## config.mk

```make
export PLATFORM = sky130hd
export DESIGN_NAME = chiplet_slave_responder_flat
export DESIGN_NICKNAME = d
export VERILOG_FILES = /design/src/rtl/chiplet_proto_pkg.sv /design/src/rtl/chiplet_slave_responder_if.sv /design/src/rtl/chiplet_slave_responder_resp_pkt_pack.sv /design/src/rtl/chiplet_slave_responder.sv /design/src/flat_wrapper.sv
export SDC_FILE = /design/constraint.sdc
export NUM_CORES = 1
export LEC_CHECK = 0
export ABC_AREA = 0
export BUFFER_PORTS_ARGS = -buffer_cell sky130_fd_sc_hd__buf_2
export CAP_MARGIN = 20
export CORE_AREA = 2 2 485 487
export CTS_BUF_LIST = sky130_fd_sc_hd__clkbuf_2 sky130_fd_sc_hd__clkbuf_4 sky130_fd_sc_hd__clkbuf_8
export DETAILED_ROUTE_END_ITERATION = 10
export DIE_AREA = 0 0 487 489
export HOLD_SLACK_MARGIN = 0.06
export PLACE_DENSITY_LB_ADDON = 0.05
export SLEW_MARGIN = 15
export SYNTH_ARGS = -nofsm -noshare
export SYNTH_HDL_FRONTEND = slang
export SYNTH_HIERARCHICAL = 1
export SYNTH_SLANG_ARGS = --single-unit
export TNS_END_PERCENT = 10
```

## constraint.sdc

```tcl
create_clock -name clk -period 3.7 [get_ports clk]
set_input_delay 0.37 -clock clk [delete_from_list [all_inputs] [get_ports clk]]
set_output_delay 0.37 -clock clk [all_outputs]
set_load 0.01 [all_outputs]
```

## src/rtl/chiplet_proto_pkg.sv

```systemverilog
// Purpose: shared chiplet protocol definitions (command codes, packet field map, responder states).
// Latency: n/a (types and constants only).
// Backpressure: n/a.
package chiplet_proto_pkg;

    typedef enum logic [2:0] {
        CMD_NOP     = 3'b000,
        CMD_READ    = 3'b001,
        CMD_WRITE   = 3'b010,
        CMD_RD_RESP = 3'b101,
        CMD_WR_ACK  = 3'b110,
        CMD_ERR     = 3'b111
    } cmd_e;

    // Packet field map; everything above the data words is zero.
    localparam int CMD_LSB   = 0;
    localparam int CMD_W     = 3;
    localparam int TID_LSB   = 3;
    localparam int TID_W     = 6;
    localparam int DID_LSB   = 9;
    localparam int DID_W     = 6;
    localparam int LEN_LSB   = 15;
    localparam int LEN_W     = 3;
    localparam int ADDR_LSB  = 18;
    localparam int ADDR_W    = 32;
    localparam int DATA_LSB  = 50;
    localparam int WORD_W    = 32;
    localparam int MAX_BEATS = 8;

    // Word k of a burst sits at bits [32k +: 32].
    typedef logic [MAX_BEATS-1:0][WORD_W-1:0] data_arr_t;

    typedef enum logic [2:0] {
        ST_IDLE  = 3'd0,
        ST_HDR   = 3'd1,
        ST_WDATA = 3'd2,
        ST_RDATA = 3'd3,
        ST_RESP  = 3'd4
    } state_e;

endpackage

```

## src/rtl/chiplet_slave_responder_if.sv

```systemverilog
// Purpose: bundles the responder's RX request fields, SRAM port and TX response port.
// Latency: n/a (wiring only).
// Backpressure: rx side via o_rx_ready, tx side via i_tx_ready.
// Modports: slave = responder side, master = environment (RX FSM, SRAM, TX FSM).
interface chiplet_slave_responder_if #(
    parameter int MEM_ADDR_W = 8,
    parameter int PKT_W      = 1076
);
    logic                  o_rx_ready;
    logic [2:0]            i_cmd;
    logic                  i_cmd_valid;
    logic [31:0]           i_addr;
    logic                  i_addr_valid;
    logic [5:0]            i_tid;
    logic                  i_tid_valid;
    logic [5:0]            i_did;
    logic                  i_did_valid;
    logic [2:0]            i_length;
    logic                  i_length_valid;
    logic [31:0]           i_data;
    logic                  i_data_valid;
    logic                  o_mem_en;
    logic                  o_mem_we;
    logic [MEM_ADDR_W-1:0] o_mem_addr;
    logic [31:0]           o_mem_wdata;
    logic [31:0]           i_mem_rdata;
    logic [PKT_W-1:0]      o_resp_pkt;
    logic                  o_resp_valid;
    logic                  i_tx_ready;

    modport slave (
        output o_rx_ready,
        input  i_cmd, i_cmd_valid, i_addr, i_addr_valid, i_tid, i_tid_valid,
        input  i_did, i_did_valid, i_length, i_length_valid, i_data, i_data_valid,
        output o_mem_en, o_mem_we, o_mem_addr, o_mem_wdata,
        input  i_mem_rdata,
        output o_resp_pkt, o_resp_valid,
        input  i_tx_ready
    );

    modport master (
        input  o_rx_ready,
        output i_cmd, i_cmd_valid, i_addr, i_addr_valid, i_tid, i_tid_valid,
        output i_did, i_did_valid, i_length, i_length_valid, i_data, i_data_valid,
        input  o_mem_en, o_mem_we, o_mem_addr, o_mem_wdata,
        output i_mem_rdata,
        input  o_resp_pkt, o_resp_valid,
        output i_tx_ready
    );
endinterface

```

## src/rtl/chiplet_slave_responder_resp_pkt_pack.sv

```systemverilog
// Purpose: packs command/tid/did/length/addr and an 8-word buffer into a protocol packet.
// Latency: combinational.
// Backpressure: none.
// Ports: cmd, tid, did, len, addr, data in; pkt out (unused upper bits zero).
module resp_pkt_pack
    import chiplet_proto_pkg::*;
#(
    parameter int PKT_W = 1076
) (
    input  logic [CMD_W-1:0]  cmd,
    input  logic [TID_W-1:0]  tid,
    input  logic [DID_W-1:0]  did,
    input  logic [LEN_W-1:0]  len,
    input  logic [ADDR_W-1:0] addr,
    input  data_arr_t         data,
    output logic [PKT_W-1:0]  pkt
);
    always_comb begin
        pkt = '0;
        pkt[CMD_LSB  +: CMD_W]              = cmd;
        pkt[TID_LSB  +: TID_W]              = tid;
        pkt[DID_LSB  +: DID_W]              = did;
        pkt[LEN_LSB  +: LEN_W]              = len;
        pkt[ADDR_LSB +: ADDR_W]             = addr;
        pkt[DATA_LSB +: MAX_BEATS * WORD_W] = data;
    end
endmodule

```

## src/rtl/chiplet_slave_responder.sv

```systemverilog
// Purpose: slave responder; executes one READ/WRITE burst against local SRAM and builds the response packet.
// Latency: write resp 1 cycle after last data word; read resp length+3 cycles after entering RDATA.
// Backpressure: o_rx_ready low outside HDR/WDATA; response held stable until i_tx_ready.
// Ports: clk, rst_n (async active-low), bus (slave modport: RX fields, SRAM port, TX packet).
module chiplet_slave_responder
    import chiplet_proto_pkg::*;
#(
    parameter int MEM_ADDR_W = 8,
    parameter int WORD_SIZE  = 32,
    parameter int PKT_W      = 1076
) (
    input logic                       clk,
    input logic                       rst_n,
    chiplet_slave_responder_if.slave  bus
);
    localparam int AW1 = MEM_ADDR_W + 1;

    state_e                state_q, state_d;
    logic [2:0]            cmd_q, len_q;
    logic [31:0]           addr_q;
    logic [5:0]            tid_q, did_q;
    logic                  have_cmd_q, have_addr_q, have_tid_q, have_did_q, have_len_q;
    cmd_e                  resp_cmd_q;
    logic [3:0]            beat_q;
    data_arr_t             buf_q;
    data_arr_t             pkt_data;
    logic [WORD_SIZE-1:0]  rdata;

    // Header view including this cycle's valids, so decode needs no extra cycle.
    logic [2:0]            cmd_m, len_m;
    logic [31:0]           addr_m;
    logic                  hdr_done;
    logic [MEM_ADDR_W-1:0] idx_m, idx_q;
    logic [AW1-1:0]        end_m;
    logic                  in_range_m;
    logic [3:0]            beat_m1;

    assign rdata   = bus.i_mem_rdata;
    assign cmd_m   = bus.i_cmd_valid    ? bus.i_cmd    : cmd_q;
    assign addr_m  = bus.i_addr_valid   ? bus.i_addr   : addr_q;
    assign len_m   = bus.i_length_valid ? bus.i_length : len_q;
    assign hdr_done = (state_q == ST_HDR)
                    && (have_cmd_q  || bus.i_cmd_valid)
                    && (have_addr_q || bus.i_addr_valid)
                    && (have_tid_q  || bus.i_tid_valid)
                    && (have_did_q  || bus.i_did_valid)
                    && (have_len_q  || bus.i_length_valid);

    // Last word index computed one bit wider so a burst past the top of SRAM cannot wrap.
    assign idx_m      = addr_m[MEM_ADDR_W+1:2];
    assign idx_q      = addr_q[MEM_ADDR_W+1:2];
    assign end_m      = {1'b0, idx_m} + AW1'(len_m);
    assign in_range_m = (addr_m[1:0] == 2'b00) && (addr_m[31:MEM_ADDR_W+2] == '0) && !end_m[MEM_ADDR_W];
    assign beat_m1    = beat_q - 4'd1;

    always_comb begin
        state_d          = state_q;
        bus.o_rx_ready   = 1'b0;
        bus.o_mem_en     = 1'b0;
        bus.o_mem_we     = 1'b0;
        bus.o_mem_addr   = '0;
        bus.o_mem_wdata  = '0;
        bus.o_resp_valid = 1'b0;
        case (state_q)
            ST_IDLE: state_d = ST_HDR;
            ST_HDR: begin
                bus.o_rx_ready = 1'b1;
                if (hdr_done) begin
                    if (cmd_m == CMD_READ && in_range_m) state_d = ST_RDATA;
                    else if (cmd_m == CMD_WRITE)         state_d = ST_WDATA;
                    else                                 state_d = ST_RESP;
                end
            end
            ST_WDATA: begin
                bus.o_rx_ready = 1'b1;
                if (bus.i_data_valid) begin
                    // A dropped write (ERR pending) still consumes its words.
                    if (resp_cmd_q != CMD_ERR) begin
                        bus.o_mem_en    = 1'b1;
                        bus.o_mem_we    = 1'b1;
                        bus.o_mem_addr  = idx_q + MEM_ADDR_W'(beat_q[2:0]);
                        bus.o_mem_wdata = bus.i_data;
                    end
                    if (beat_q[2:0] == len_q) state_d = ST_RESP;
                end
            end
            ST_RDATA: begin
                if (beat_q <= {1'b0, len_q}) begin
                    bus.o_mem_en   = 1'b1;
                    bus.o_mem_addr = idx_q + MEM_ADDR_W'(beat_q[2:0]);
                end
                if (beat_q == {1'b0, len_q} + 4'd2) state_d = ST_RESP;
            end
            ST_RESP: begin
                bus.o_resp_valid = 1'b1;
                if (bus.i_tx_ready) state_d = ST_HDR;
            end
            default: state_d = ST_IDLE;
        endcase
    end

    always_ff @(posedge clk or negedge rst_n) begin
        if (!rst_n) begin
            state_q     <= ST_IDLE;
            cmd_q       <= '0;
            addr_q      <= '0;
            tid_q       <= '0;
            did_q       <= '0;
            len_q       <= '0;
            have_cmd_q  <= 1'b0;
            have_addr_q <= 1'b0;
            have_tid_q  <= 1'b0;
            have_did_q  <= 1'b0;
            have_len_q  <= 1'b0;
            resp_cmd_q  <= CMD_NOP;
            beat_q      <= '0;
            buf_q       <= '0;
        end else begin
            state_q <= state_d;
            case (state_q)
                ST_HDR: begin
                    if (bus.i_cmd_valid)    begin cmd_q  <= bus.i_cmd;    have_cmd_q  <= 1'b1; end
                    if (bus.i_addr_valid)   begin addr_q <= bus.i_addr;   have_addr_q <= 1'b1; end
                    if (bus.i_tid_valid)    begin tid_q  <= bus.i_tid;    have_tid_q  <= 1'b1; end
                    if (bus.i_did_valid)    begin did_q  <= bus.i_did;    have_did_q  <= 1'b1; end
                    if (bus.i_length_valid) begin len_q  <= bus.i_length; have_len_q  <= 1'b1; end
                    if (hdr_done) begin
                        beat_q <= '0;
                        if (cmd_m == CMD_READ && in_range_m)       resp_cmd_q <= CMD_RD_RESP;
                        else if (cmd_m == CMD_WRITE && in_range_m) resp_cmd_q <= CMD_WR_ACK;
                        else                                       resp_cmd_q <= CMD_ERR;
                    end
                end
                ST_WDATA: if (bus.i_data_valid) beat_q <= beat_q + 4'd1;
                ST_RDATA: begin
                    beat_q <= beat_q + 4'd1;
                    // SRAM data for the read issued at beat b arrives while beat_q == b+1.
                    if (beat_q != 4'd0 && beat_q <= {1'b0, len_q} + 4'd1)
                        buf_q[beat_m1[2:0]] <= rdata;
                end
                ST_RESP: if (bus.i_tx_ready) begin
                    have_cmd_q  <= 1'b0;
                    have_addr_q <= 1'b0;
                    have_tid_q  <= 1'b0;
                    have_did_q  <= 1'b0;
                    have_len_q  <= 1'b0;
                end
                default: ;
            endcase
        end
    end

    // Only slots actually read carry data; ERR/WR_ACK packets carry none.
    always_comb begin
        pkt_data = '0;
        for (int k = 0; k < MAX_BEATS; k++)
            if (resp_cmd_q == CMD_RD_RESP && 3'(k) <= len_q) pkt_data[k] = buf_q[k];
    end

    resp_pkt_pack #(.PKT_W(PKT_W)) u_pack (
        .cmd  (resp_cmd_q),
        .tid  (tid_q),
        .did  (did_q),
        .len  (len_q),
        .addr (addr_q),
        .data (pkt_data),
        .pkt  (bus.o_resp_pkt)
    );
endmodule

```

## src/flat_wrapper.sv

```systemverilog
// flat-port wrapper written by rule: the top's interface ports become plain ports
module chiplet_slave_responder_flat import chiplet_proto_pkg::*;
#(
    parameter int MEM_ADDR_W = 8,
    parameter int WORD_SIZE  = 32,
    parameter int PKT_W      = 1076
)
  (clk, rst_n, bus_o_rx_ready, bus_i_cmd, bus_i_cmd_valid, bus_i_addr, bus_i_addr_valid, bus_i_tid, bus_i_tid_valid, bus_i_did, bus_i_did_valid, bus_i_length, bus_i_length_valid, bus_i_data, bus_i_data_valid, bus_o_mem_en, bus_o_mem_we, bus_o_mem_addr, bus_o_mem_wdata, bus_i_mem_rdata, bus_o_resp_pkt, bus_o_resp_valid, bus_i_tx_ready);
  chiplet_slave_responder_if #(.MEM_ADDR_W(MEM_ADDR_W), .PKT_W(PKT_W)) bus_i ();
  input logic clk;
  input logic rst_n;
  output wire logic [$bits(bus_i.o_rx_ready)-1:0] bus_o_rx_ready;
  input wire logic [$bits(bus_i.i_cmd)-1:0] bus_i_cmd;
  input wire logic [$bits(bus_i.i_cmd_valid)-1:0] bus_i_cmd_valid;
  input wire logic [$bits(bus_i.i_addr)-1:0] bus_i_addr;
  input wire logic [$bits(bus_i.i_addr_valid)-1:0] bus_i_addr_valid;
  input wire logic [$bits(bus_i.i_tid)-1:0] bus_i_tid;
  input wire logic [$bits(bus_i.i_tid_valid)-1:0] bus_i_tid_valid;
  input wire logic [$bits(bus_i.i_did)-1:0] bus_i_did;
  input wire logic [$bits(bus_i.i_did_valid)-1:0] bus_i_did_valid;
  input wire logic [$bits(bus_i.i_length)-1:0] bus_i_length;
  input wire logic [$bits(bus_i.i_length_valid)-1:0] bus_i_length_valid;
  input wire logic [$bits(bus_i.i_data)-1:0] bus_i_data;
  input wire logic [$bits(bus_i.i_data_valid)-1:0] bus_i_data_valid;
  output wire logic [$bits(bus_i.o_mem_en)-1:0] bus_o_mem_en;
  output wire logic [$bits(bus_i.o_mem_we)-1:0] bus_o_mem_we;
  output wire logic [$bits(bus_i.o_mem_addr)-1:0] bus_o_mem_addr;
  output wire logic [$bits(bus_i.o_mem_wdata)-1:0] bus_o_mem_wdata;
  input wire logic [$bits(bus_i.i_mem_rdata)-1:0] bus_i_mem_rdata;
  output wire logic [$bits(bus_i.o_resp_pkt)-1:0] bus_o_resp_pkt;
  output wire logic [$bits(bus_i.o_resp_valid)-1:0] bus_o_resp_valid;
  input wire logic [$bits(bus_i.i_tx_ready)-1:0] bus_i_tx_ready;
  assign bus_o_rx_ready = bus_i.o_rx_ready;
  assign bus_i.i_cmd = bus_i_cmd;
  assign bus_i.i_cmd_valid = bus_i_cmd_valid;
  assign bus_i.i_addr = bus_i_addr;
  assign bus_i.i_addr_valid = bus_i_addr_valid;
  assign bus_i.i_tid = bus_i_tid;
  assign bus_i.i_tid_valid = bus_i_tid_valid;
  assign bus_i.i_did = bus_i_did;
  assign bus_i.i_did_valid = bus_i_did_valid;
  assign bus_i.i_length = bus_i_length;
  assign bus_i.i_length_valid = bus_i_length_valid;
  assign bus_i.i_data = bus_i_data;
  assign bus_i.i_data_valid = bus_i_data_valid;
  assign bus_o_mem_en = bus_i.o_mem_en;
  assign bus_o_mem_we = bus_i.o_mem_we;
  assign bus_o_mem_addr = bus_i.o_mem_addr;
  assign bus_o_mem_wdata = bus_i.o_mem_wdata;
  assign bus_i.i_mem_rdata = bus_i_mem_rdata;
  assign bus_o_resp_pkt = bus_i.o_resp_pkt;
  assign bus_o_resp_valid = bus_i.o_resp_valid;
  assign bus_i.i_tx_ready = bus_i_tx_ready;
  chiplet_slave_responder #(.MEM_ADDR_W(MEM_ADDR_W), .WORD_SIZE(WORD_SIZE), .PKT_W(PKT_W)) u_core (.clk(clk), .rst_n(rst_n), .bus(bus_i));
endmodule
```

Word-level counts from Yosys, hierarchy flattened
Cells that the tools add are included.

cells by class
  $add $sub $neg = 6
  $lt $le $gt $ge = 12
  equal/unequal tests = 20
  multiplexer cells = 52
  reductions and logical operators = 43

operators by type and width
  cell                count
  $mux 32             13
  $bwmux 256          1
  $demux 32 s3        1
  $mux 3              10
  $mux 8              3
  $logic_not 22->1    1
  $logic_and 1x1->1   19
  $reduce_and 3->1    6
  $pmux 8 s2          1
  $pmux 3 s5          1
  $ne 2x2->1 const B  7
  $mux 1              13
  $le 3x3->1 const A  4
  $pmux 1 s2          6
  $pmux 4 s3          1
  $add 8x3->9         1
  $eq 3x2->1 const B  3
  $add 8x3->8         1
  $mux 4              2
  $reduce_and 2->1    4
  $eq 3x1->1 const B  2
  $eq 3x3->1 const B  2
  $le 1x3->1 const A  2
  $le 2x3->1 const A  2
  other kinds (21)    27

storage, ports and cells
  register bits after elaboration = 321
  input port bits = 123

Depth between registers and ports, before layout
Gate-level depths: netlist of run 1.

  word-level depth = 8
  gate-level depth with buffers = 12
  gate-level depth less buffers = 10

Hierarchy
The synthesis of run 1 kept the hierarchy.

by module, submodules not included
  module                   times used  cells an instance  area an instance (µm²)  sequential area each (µm²)
  chiplet_slave_responder  1           1210               15342.2                 8032.7
  resp_pkt_pack            1           1077               8081.5                  0.0

Least setup slack after synthesis of run 1
Ideal clock, no wire load.

  path type = register to register
  from = register u_core.len_q[0]
  to = register u_core/buf_q[100] in the netlist's numbering
  data arrival time = 2.830 ns
  setup slack = 0.745 ns
  stages on the path, launching flop included = 12
  buffers on the path = 2
  cells stage by stage = dfrtp_1 -> ha_1 -> ha_1 -> inv_1 -> ha_1 -> nand4_1 -> a221oi_4 -> nand2_2 -> or4_1 -> buf_2 -> buf_6 -> mux2_4

between the ends
  cells in the longest elaborated chain, start to end = 4

RTL lines
  element                         RTL line                        text
  start: declaration              chiplet_slave_responder.sv:19   logic [2:0] cmd_q, len_q;
  start signal: assignment        chiplet_slave_responder.sv:109  len_q <= '0;
  start signal: assignment        chiplet_slave_responder.sv:126  if (bus.i_length_valid) begin len_q <= bus.i_length; have_len_q <= 1'b1; end
  $add 3x1->4                     chiplet_slave_responder.sv:138  if (beat_q != 4'd0 && beat_q <= {1'b0, len_q} + 4'd1)
  $le 4x4->1                      chiplet_slave_responder.sv:138
  $logic_and 1x1->1               chiplet_slave_responder.sv:138
  $reduce_and 2->1 (no line)      --
  end signal: indexed assignment  chiplet_slave_responder.sv:139  buf_q[beat_m1[2:0]] <= rdata;
  end: declaration                chiplet_slave_responder.sv:25   data_arr_t buf_q;

Every way passes these cells.
A chain may end at the register's enable or synchronous reset.

Worst setup path after layout of run 1
  from = register u_core.state_q[2]
  to = output bus_o_mem_wdata[11]

between the ends
  cells in the longest elaborated chain, start to end = 2

RTL lines
  element                   RTL line                        text
  start: declaration        chiplet_slave_responder.sv:18   state_e state_q, state_d;
  start signal: assignment  chiplet_slave_responder.sv:119  state_q <= state_d;
  $eq 3x2->1                chiplet_slave_responder.sv:64   case (state_q)
  $mux 32                   chiplet_slave_responder.sv:64
  end: declaration          flat_wrapper.sv:28              output wire logic [$bits(bus_i.o_mem_wdata)-1:0] bus_o_mem_wdata;

Every way passes these cells.

==> results of run 1 <==
worst register-to-register path, delay by kind of cell, from the launching register on:
kind / cells / cell delay (ns)
multiplexers: 1 / 0.41
buffers and inverters: 2 / 0.23
AND/OR/NAND/NOR: 3 / 0.82
adder cells (fa/ha/maj): 3 / 0.85
flip-flops: 1 / 0.52
AO/OA/AOI/OAI: 1 / 0.37
per-stage QoR:
step	std cells	power (W)	hold WS [ns]	utilization
finish	5745	0.0130	0.201	0.118
global route	5738	0.0141	0.136	0.118
CTS	5736	0.0136	0.0606	0.118
detailed placement	5497	0.00809	0.473	0.106
global placement	5497	0.00820	0.472	0.106
floorplan	3056	0.00753	0.0744	-
power groups by stage:
stage,sequential (W),clock (W),combinational [W]
floorplan,0.00459,0,0.00294
finish,0.00476,0.00498,0.00329
detailed placement,0.00482,0,0.00328
global placement,0.00486,0,0.00334
global route,0.00487,0.00555,0.00371
CTS,0.00478,0.00545,0.00341
cell type report:
cell class / instances / area share
multi-input combinational: 1567 / 0.360
sequential: 321 / 0.292
timing repair buffer: 626 / 0.143
tap: 3060 / 0.139
clock buffer: 139 / 0.0609
inverter: 17 / 0.00232
clock inverter: 6 / 0.00173
antenna: 9 / 0.000818
repair_timing:
item / 4_1_cts / 5_1_grt
pin swaps: 1 / 0
gates resized for setup: 0 / 1
hold endpoints to repair: 395 / 0
buffers inserted: 1 / 0
hold buffers: 93 / 0
setup endpoints to repair: 9 / 1
path summary, 6_finish.rpt:
path / startpoint / slack (ns) / endpoint / cells past startpoint
worst max-delay path: u_core/state_q[2] / 0.32 / bus_o_mem_wdata[11] / 7
worst min-delay path: bus_i_addr_valid / 0.20 / u_core/addr_q[4] / 3
worst max register to register: u_core/len_q[0] / 0.38 / u_core/buf_q[176] / 10
worst min register to register: u_core/buf_q[165] / 0.48 / u_core/buf_q[165] / 1
max in group asynchronous: rst_n / 2.45 / u_core/buf_q[201] / 3
min in group asynchronous: rst_n / 0.21 / u_core/buf_q[2] / 2
cells in the final DEF, fill, tap and decap left out, types with 8 or more instances in the layout:
cell	instances
mux2_4	60
and3_1	35
buf_4	46
conb_1	770
buf_12	15
ha_1	23
mux2_2	203
buf_2	471
inv_1	16
nand2_1	21
and2_1	257
o21ai_0	13
clkbuf_4	38
diode_2	9
nor2_1	31
dlygate4sd3_1	93
mux2_1	40
clkbuf_8	101
xor2_1	8
nor4_1	8
a21oi_1	11
dfrtp_1	320
logic make-up after synthesis:
| kind of cell | count (synthesis) | synth area share |
|---|---|---|
| compound gates | 55 | 0.0161 |
| mux | 307 | 0.157 |
| flops | 321 | 0.343 |
| xor+xnor | 12 | 0.00449 |
| simple gates | 398 | 0.102 |
| fa+ha+maj | 25 | 0.0137 |
| buf+inv | 1168 | 0.364 |
| other cells | 1 | 0.000160 |
registers in the layout (all words and copies together), names as in the netlist:
name / cells
u_core/state_q: 3
u_core/have_addr_q: 1
u_core/have_tid_q: 1
u_core/have_cmd_q: 1
u_core/resp_cmd_q: 3
u_core/addr_q: 32
u_core/have_len_q: 1
u_core/have_did_q: 1
u_core/tid_q: 6
u_core/len_q: 3
u_core/cmd_q: 3
u_core/beat_q: 4
u_core/buf_q: 256
u_core/did_q: 6
metal layers:
metal,vias to the layer above,part of all wire,global-route usage
met1,6848,0.40,0.0926
li1,6233,-,-
met4,20,0.020,0.0252
met5,-,0.0013,0
met2,789,0.49,0.137
met3,111,0.088,0.0301
==> metrics.cfg, run 1 <==
[setup_path]
start_kind=flip-flop
worstPathMaxFanout=33
criticalPathCategory=flip-flop to output port
max_stage_delay_ns=0.49
end_kind=output port
required_ns=3.33
slowest_stage=nor4b_1
cp_top_family=buffers and inverters
crit_chain=buf_4 > nor4b_1 > inv_1 > a31oi_2 > buf_4 > and2_1 > buf_2
crit_top_cell=buf_4
worstPathArrival_ns=3.01
cp_num_buf_inv=4

[power]
power.density_nw_per_um2=473
p_comb_frac=0.253
ir_worst_vdd_mv=0.239
clkPwrFrac=0.382
seqPwrFrac=0.365
p_leak_nw=13.9
internal_power_w=0.00846
switchingPower_w=0.00456
sw_frac_of_total=0.350

[grt]
grt_remaining_overflow=0
grt_max_degree=70
grt_usage=0.0803
grt_first_pass_wirelength_um=130000
antenna_found_initial=33
grt_pass1_vias=14280

[die]
die_area_um2=238000
start_util=0.100
die_h_um=489
rows=178
pin_count=1243
design.core.area_um2=234000
die_x_um=487

[sta]
fin_setup_tns_ns=0
fmax_mhz=296
worst_pin_slew_ns=0.915
report.final.slew_viol_count=0
fin_crit_ns=3.38
setup_viol=0
rsz0062_at_grt=no
finalClockSkew_ns=0.0261
fin_ws_ns=0.324
relSlewSlack=0.390
finalHoldViolations=0
fin_crit_sh=0.912

[routing]
firstDrtPassIters=4
route.detailed.drc=0
first_iter_violations=243
drt_wl_total_um=98400
wl_per_cell_um=17.1
via_per_inst=2.44
via_count=14001
final_antenna_net_count=0

[clock_network]
numClockSinks=321
cts_max_level=3
clock_latency_ns=0.79
clkTransAtPathRegs_ns=0.05
cts_tree=yes
cts_buffers=86
clock-root-buffer=clkbuf_8
clockBufferDepth=3

[outcome]
status=completed

[logic_synthesis]
ys_async_sr_fraction=1.00
synthTopCellsByCount=buf_4 (1,077), dfrtp_1 (321), and2_1 (257)
synth_ff_type=dfrtp_1
yosysTopAreaCellShare=0.345
ys.warnings.count=6
yosysUniqueCellTypes=58
synth_cells=2287
ys_seq_area_frac=0.343
yosysMostFrequentCell=buf_4
ys_ff_latch=321
synth_area_leaders=buf_4 (35%), dfrtp_1 (34%), mux2_2 (9.8%)
syn-cell-area_um2=23400
synth.largest_area_cell=buf_4
synth.avg_cell_area_um2=10.2
synth_edf_count=0

[placed_design]
dp_hpwl_um=73700
port_buffers=472
gp_congestion=0.645
dpl_cell_area_um2=24800
preCtsSetupSlack_ns=0.324

[final_layout]
multi_input_area_um2=9900
layout.nets=2767
fin_area_um2=27500
drive_gt1_frac=0.363
synthToLayoutAreaGrowth_pct=17.5
ff_latch_area_um2=8030
fill_cells=26847

[worst_hold_path]
holdCritPathClass=input port to flip-flop

[flow_run]
cap_violations=0

Note: power is estimated with default switching activity, not from simulation.
==> inputs of run 2 (changes only) <==
--- a/constraint.sdc
+++ b/constraint.sdc
@@ -3,2 +3,2 @@
 set_output_delay 0.37 -clock clk [all_outputs]
-set_load 0.01 [all_outputs]
+set_load 0.005 [all_outputs]
==> run 2 against run 1 <==
Against the previous run: via count about the same; clock power increased by 3%; critical path depth is 1 lower; final cell count about the same; power fell by 0.96%; setup slack gained 0.019 ns.
==> metrics.cfg, run 2 (synthesis results as in run 1) <==
[outcome]
status=completed

[clock_network]
cts_max_level=3  ; unchanged
numClockSinks=321  ; unchanged
cts_buffers=84  ; -2.3%
clock-root-buffer=clkbuf_8
clockBufferDepth=3  ; unchanged
clock_latency_ns=0.80  ; about the same
cts_tree=yes
clkTransAtPathRegs_ns=0.05  ; about the same

[die]
die_h_um=489  ; unchanged
rows=178  ; unchanged
die_x_um=487  ; unchanged
die_area_um2=238000  ; unchanged
start_util=0.100  ; unchanged
design.core.area_um2=234000  ; unchanged
pin_count=1243  ; unchanged

[sta]
setup_viol=0  ; unchanged
finalHoldViolations=0  ; unchanged
worst_pin_slew_ns=0.928  ; +0.0128 ns
rsz0062_at_grt=no
fin_crit_ns=3.36  ; -0.0187 ns
fmax_mhz=298  ; +0.56%
fin_ws_ns=0.343  ; +0.0187 ns
fin_setup_tns_ns=0  ; unchanged
fin_crit_sh=0.907  ; -0.00506
finalClockSkew_ns=0.0411  ; +0.0150 ns
fin_hold_ws_ns=0.185  ; -0.0164 ns
report.final.slew_viol_count=0  ; unchanged
relSlewSlack=0.381  ; -0.00850

[grt]
grt_remaining_overflow=0  ; unchanged
antenna_found_initial=30  ; -9.1%
grt_pass1_vias=14217  ; -0.44%
grt_first_pass_wirelength_um=129000  ; -0.64%
grt_usage=0.0798  ; -0.000535
grt_max_degree=70  ; unchanged

[setup_path]
slowest_stage=or2_2
worstPathArrival_ns=2.99  ; -0.02 ns
r2r_start=u_core/len_q[0]
rrSetupSlack_ns=0.38  ; about the same
reg2reg_to=u_core/buf_q[176]
max_stage_delay_ns=0.45  ; -0.04 ns
end_kind=output port
start_kind=flip-flop
criticalPathCategory=flip-flop to output port
worstPathMaxFanout=24  ; -27%
required_ns=3.33  ; about the same
reg2regPathDepth=10  ; unchanged
crit_chain=nand2_1 > or2_2 > a211oi_4 > buf_4 > and2_1 > buf_2

[final_layout]
synthToLayoutAreaGrowth_pct=17.7
top_register=u_core/buf_q
mostFrequentLayoutCells=conb_1 (770), buf_2 (471), dfrtp_1 (320), and2_1 (257), mux2_2 (203)
multi_input_area_um2=9900  ; unchanged
drive_gt1_frac=0.361  ; -0.00140
fill_cells=26822  ; -0.093%
ff_latch_area_um2=8030  ; unchanged
layout_commonest_cell=conb_1
largest_register_ffs=256  ; unchanged
layout.nets=2762  ; -0.18%
reg.largest.list=u_core/buf_q (256), u_core/addr_q (32)

[power]
finalPower_w=0.0129  ; -0.96%
p_leak_nw=13.9  ; about the same
power.density_nw_per_um2=468  ; -1.1%
ir_worst_vdd_mv=0.232  ; -2.6%

[routing]
firstDrtPassIters=4  ; unchanged
via_count=14005  ; +0.029%
first_iter_violations=287  ; +18%
via_per_inst=2.44  ; about the same
drt_wl_total_um=98100  ; -0.32%
final_antenna_net_count=0  ; unchanged
wl_per_cell_um=17.1  ; -0.38%
route.detailed.drc=0  ; unchanged

[worst_hold_path]
min_to=u_core/state_q[1]
holdCritPathClass=input port to flip-flop
min_from=bus_i_data_valid
whs_path_depth=4  ; +1

[placed_design]
dp_hpwl_um=73900  ; +0.24%
preCtsSetupSlack_ns=0.356  ; +0.0316 ns
port_buffers=472  ; unchanged
gp_congestion=0.640  ; -0.81%

[flow_run]
cap_violations=0  ; unchanged

-- run 2: changes by cell type in the layout (fill, tap and decap cells not counted), moves of 3 or more --
cell | previous run | this run
bufinv_16 | 0 | 3
clkbuf_4 | 38 | 20
clkbuf_8 | 101 | 105
diode_2 | 9 | 21
-- run 2: how the worst max path moves through the flow --
stage | start | cells past startpoint | end
finish | u_core/resp_cmd_q[0] | 6 | bus_o_resp_pkt[193]
global route | u_core/len_q[0] | 8 | bus_o_resp_pkt[256]
global placement | u_core/len_q[0] | 10 | u_core/buf_q[6]
detailed placement | u_core/len_q[0] | 10 | u_core/buf_q[1]
floorplan | u_core/len_q[0] | 11 | u_core/buf_q[100]
CTS | u_core/len_q[1] | 7 | bus_o_resp_pkt[193]
-- run 2: layout make-up --
type / instances / area share
antenna: 21 / 0.00191
clock buffer: 125 / 0.0579
clock inverter: 14 / 0.00644
inverter: 17 / 0.00231
multi-input combinational: 1567 / 0.359
sequential: 321 / 0.291
tap: 3060 / 0.139
timing repair buffer: 623 / 0.142
-- run 2: what timing repair did --
| action | CTS | global route |
|---|---|---|
| endpoints found under the hold margin | 357 | 0 |
| hold buffers | 91 | 0 |
| gates resized for setup | 0 | 1 |
| endpoints found under the setup margin | 4 | 1 |
| setup buffers | 1 | 0 |
| pin swaps | 1 | 0 |
| gates cloned | 0 | 0 |
-- run 2: metal layers --
| metal | track usage | routed length [µm] |
|---|---|---|
| met5 | 0 | 137 |
| met4 | 0.0219 | 1920 |
| met3 | 0.0313 | 8330 |
| met2 | 0.136 | 48100 |
| met1 | 0.0921 | 39600 |
-- run 2: per-stage QoR --
step                cells  area (µm²)  utilization
floorplan            3056       26300            -
global placement     5496       24800        0.106
detailed placement   5496       24800        0.106
CTS                  5727       27500        0.118
global route         5733       27500        0.118
finish               5748       27600        0.118
-- run 2: report_power, final --
part / internal, W / switching (W) / total [W]
Clock: 0.00294 / 0.00219 / 0.00513
Combinational: 0.00141 / 0.00160 / 0.00302
Sequential: 0.00423 / 0.000533 / 0.00476
-- run 2: worst max-delay path: cells and delay by family (launching register included) --
kind | cells | cell delay, ns
buffers and inverters | 2 | 0.58
DFF | 1 | 0.43
and+or+nand+nor | 3 | 0.85
AOI/OAI and AO/OA | 1 | 0.28
==> inputs of run 3 (changes only) <==
--- a/config.mk
+++ b/config.mk
@@ -14,3 +14,3 @@
 export DIE_AREA = 0 0 487 489
-export HOLD_SLACK_MARGIN = 0.06
+export HOLD_SLACK_MARGIN = 0.12
 export PLACE_DENSITY_LB_ADDON = 0.05
==> constraint.sdc (replaced) <==
create_clock -name clk -period 3.7 [get_ports clk]
set_input_delay 1.11 -clock clk [delete_from_list [all_inputs] [get_ports clk]]
set_output_delay 1.11 -clock clk [all_outputs]
set_load 0.005 [all_outputs]
==> run 3 against run 2 <==
Against the previous run: the flow now finishes with violations (negative setup slack); flip-flop and latch count unchanged; clock skew increased by 0.0086 ns; design area increased by 2.2%; utilization increased by 0.26 points; via count decreased by 0.85%; highest routed layer unchanged.
==> metrics.cfg, run 3 (synthesis results as in run 1) <==
[final_layout]
reg.largest.list=u_core/buf_q (256), u_core/addr_q (32)
postLayoutCoreUtil=0.121  ; +0.00259
synthToLayoutAreaGrowth_pct=20.3
drive_gt1_frac=0.424  ; +0.0626
mostFrequentLayoutCells=conb_1 (770), buf_2 (420), dfrtp_1 (316), and2_1 (208), mux2_2 (203)
layout_commonest_cell=conb_1
largest_register_ffs=256  ; unchanged
fin_cells=5720  ; -0.49%
top_register=u_core/buf_q
layout.nets=2728  ; -1.2%

[sta]
relSlewSlack=0.585  ; +0.203
fin_crit_sh=1.01  ; +0.101
finalClockSkew_ns=0.0496  ; +0.00856 ns
fin_crit_ns=3.73  ; +0.373 ns
finalHoldViolations=0  ; unchanged
fin_setup_tns_ns=-0.0419  ; -0.0419 ns
fin_ws_ns=-0.0301  ; -0.373 ns
worst_pin_slew_ns=0.623  ; -0.305 ns
setup_viol=2  ; +2
rsz0062_at_grt=yes
fmax_mhz=268  ; -10%
report.final.slew_viol_count=0  ; unchanged

[worst_hold_path]
holdCritPathClass=flip-flop to flip-flop

[routing]
via_count=13886  ; -0.85%
wl_per_cell_um=18.2  ; +6.6%
final_antenna_net_count=0  ; unchanged
drt_wl_total_um=104000  ; +6.1%
first_iter_violations=322  ; +12%
firstDrtPassIters=4  ; unchanged
via_per_inst=2.43  ; -0.36%
route.detailed.drc=0  ; unchanged

[clock_network]
clock_latency_ns=0.82  ; +0.02 ns
clkTransAtPathRegs_ns=0.05  ; about the same
numClockSinks=321  ; unchanged
cts_max_level=3  ; unchanged
clock-root-buffer=clkbuf_8
cts_tree=yes
cts_buffers=83  ; -1.2%
clockBufferDepth=3  ; unchanged

[setup_path]
required_ns=2.59  ; -0.74 ns
cp_top_family=compound AO/OA/AOI/OAI gates
start_kind=flip-flop
slowest_stage=dfrtp_2
worstPathArrival_ns=2.62  ; -0.37 ns
worstPathMaxFanout=5  ; -79%
end_kind=output port
crit_chain=buf_12 > ha_4 > nor2b_4 > o21a_1 > o22ai_4 > a21oi_4 > buf_6 > nor3_2 > buf_2
cp_num_buf_inv=3  ; +1
max_stage_delay_ns=0.46  ; about the same
criticalPathCategory=flip-flop to output port

[grt]
grt_first_pass_wirelength_um=136000  ; +5.0%
grt_usage=0.0851  ; +0.00536
grt_pass1_vias=14261  ; +0.31%
grt_max_degree=56  ; -20%
grt_remaining_overflow=0  ; unchanged
antenna_found_initial=43  ; +43%

[placed_design]
dp_hpwl_um=74100  ; +0.26%
port_buffers=472  ; unchanged
placed_cells=5520  ; +0.44%
gp_congestion=0.651  ; +1.7%

[die]
die_x_um=487  ; unchanged
die_h_um=489  ; unchanged
rows=178  ; unchanged
design.core.area_um2=234000  ; unchanged
die_area_um2=238000  ; unchanged
start_util=0.100  ; unchanged
pin_count=1243  ; unchanged

[power]
ir_worst_vdd_mv=0.235  ; +1.2%
power.density_nw_per_um2=467  ; -0.27%
p_leak_nw=14.0  ; +0.70%

[flow_run]
cap_violations=0  ; unchanged

[outcome]
status=finished with violations
violations=negative setup slack

-- run 3: worst reg2reg max path: stages (launching register included) --
cell	delay, ns
dfrtp_2	0.42
buf_4	0.19
ha_4	0.17
ha_4	0.25
inv_1	0.03
ha_1	0.28
nand4_1	0.18
a221oi_4	0.38
nand3_2	0.23
or3_4	0.40
buf_12	0.20
mux2_1	0.43
-- run 3: what timing repair did --
item / 4_1_cts / 5_1_grt
hold buffers: 1 / 0
setup buffers: 23 / 6
setup endpoints to repair: 287 / 229
resized for setup: 155 / 63
cloned: 8 / 0
pin swaps: 25 / 24
endpoints found under the hold margin: 23 / 0
-- run 3: path summary, 6_finish.rpt --
path | startpoint | endpoint | slack (ns) | cells after the start
max | u_core/beat_q[1] | bus_o_mem_addr[2] | -0.03 | 9
min | u_core/buf_q[179] | u_core/buf_q[179] | 0.48 | 1
max reg2reg | u_core/len_q[0] | u_core/buf_q[178] | 0.41 | 11
min reg2reg | u_core/buf_q[179] | u_core/buf_q[179] | 0.48 | 1
max in group asynchronous | rst_n | u_core/buf_q[245] | 1.86 | 4
min in group asynchronous | rst_n | u_core/buf_q[2] | 0.85 | 2
-- run 3: metrics by stage --
| step | hold WS, ns | power, W | cell area [µm²] | worst slack [ns] |
|---|---|---|---|---|
| after global routing | 0.425 | 0.0142 | 28100 | -0.254 |
| final | 0.478 | 0.0131 | 28200 | -0.0301 |
| after global placement | 0.472 | 0.00806 | 25100 | 0.148 |
| after CTS | 0.342 | 0.0136 | 27800 | -0.237 |
| after floorplan | 0.456 | 0.00723 | 26300 | 0.405 |
| after detailed placement | 0.473 | 0.00794 | 25100 | 0.138 |
-- run 3: layout make-up --
class	count	area, µm²
Tap cell	3060	3830
Sequential cell	321	8040
Clock buffer	127	1600
Fill cell	26783	205000
Multi-Input combinational cell	1567	10300
Timing Repair Buffer	590	4140
Inverter	17	76.3
Antenna cell	26	65.1
Clock inverter	12	119
-- run 3: routing by layer --
metal / routed length (µm) / global-route usage / vias up
met1: 43500 / 0.103 / 6756
met3: 8340 / 0.0287 / 140
li1: - / - / 6183
met2: 49600 / 0.141 / 789
met4: 2490 / 0.0280 / 18
met5: 115 / 0 / -
-- run 3: power by group --
part           internal, W  switching, W  total, W
sequential         0.00423      0.000531   0.00476
clock              0.00281       0.00224   0.00505
combinational      0.00154       0.00179   0.00333
total              0.00858       0.00457    0.0131
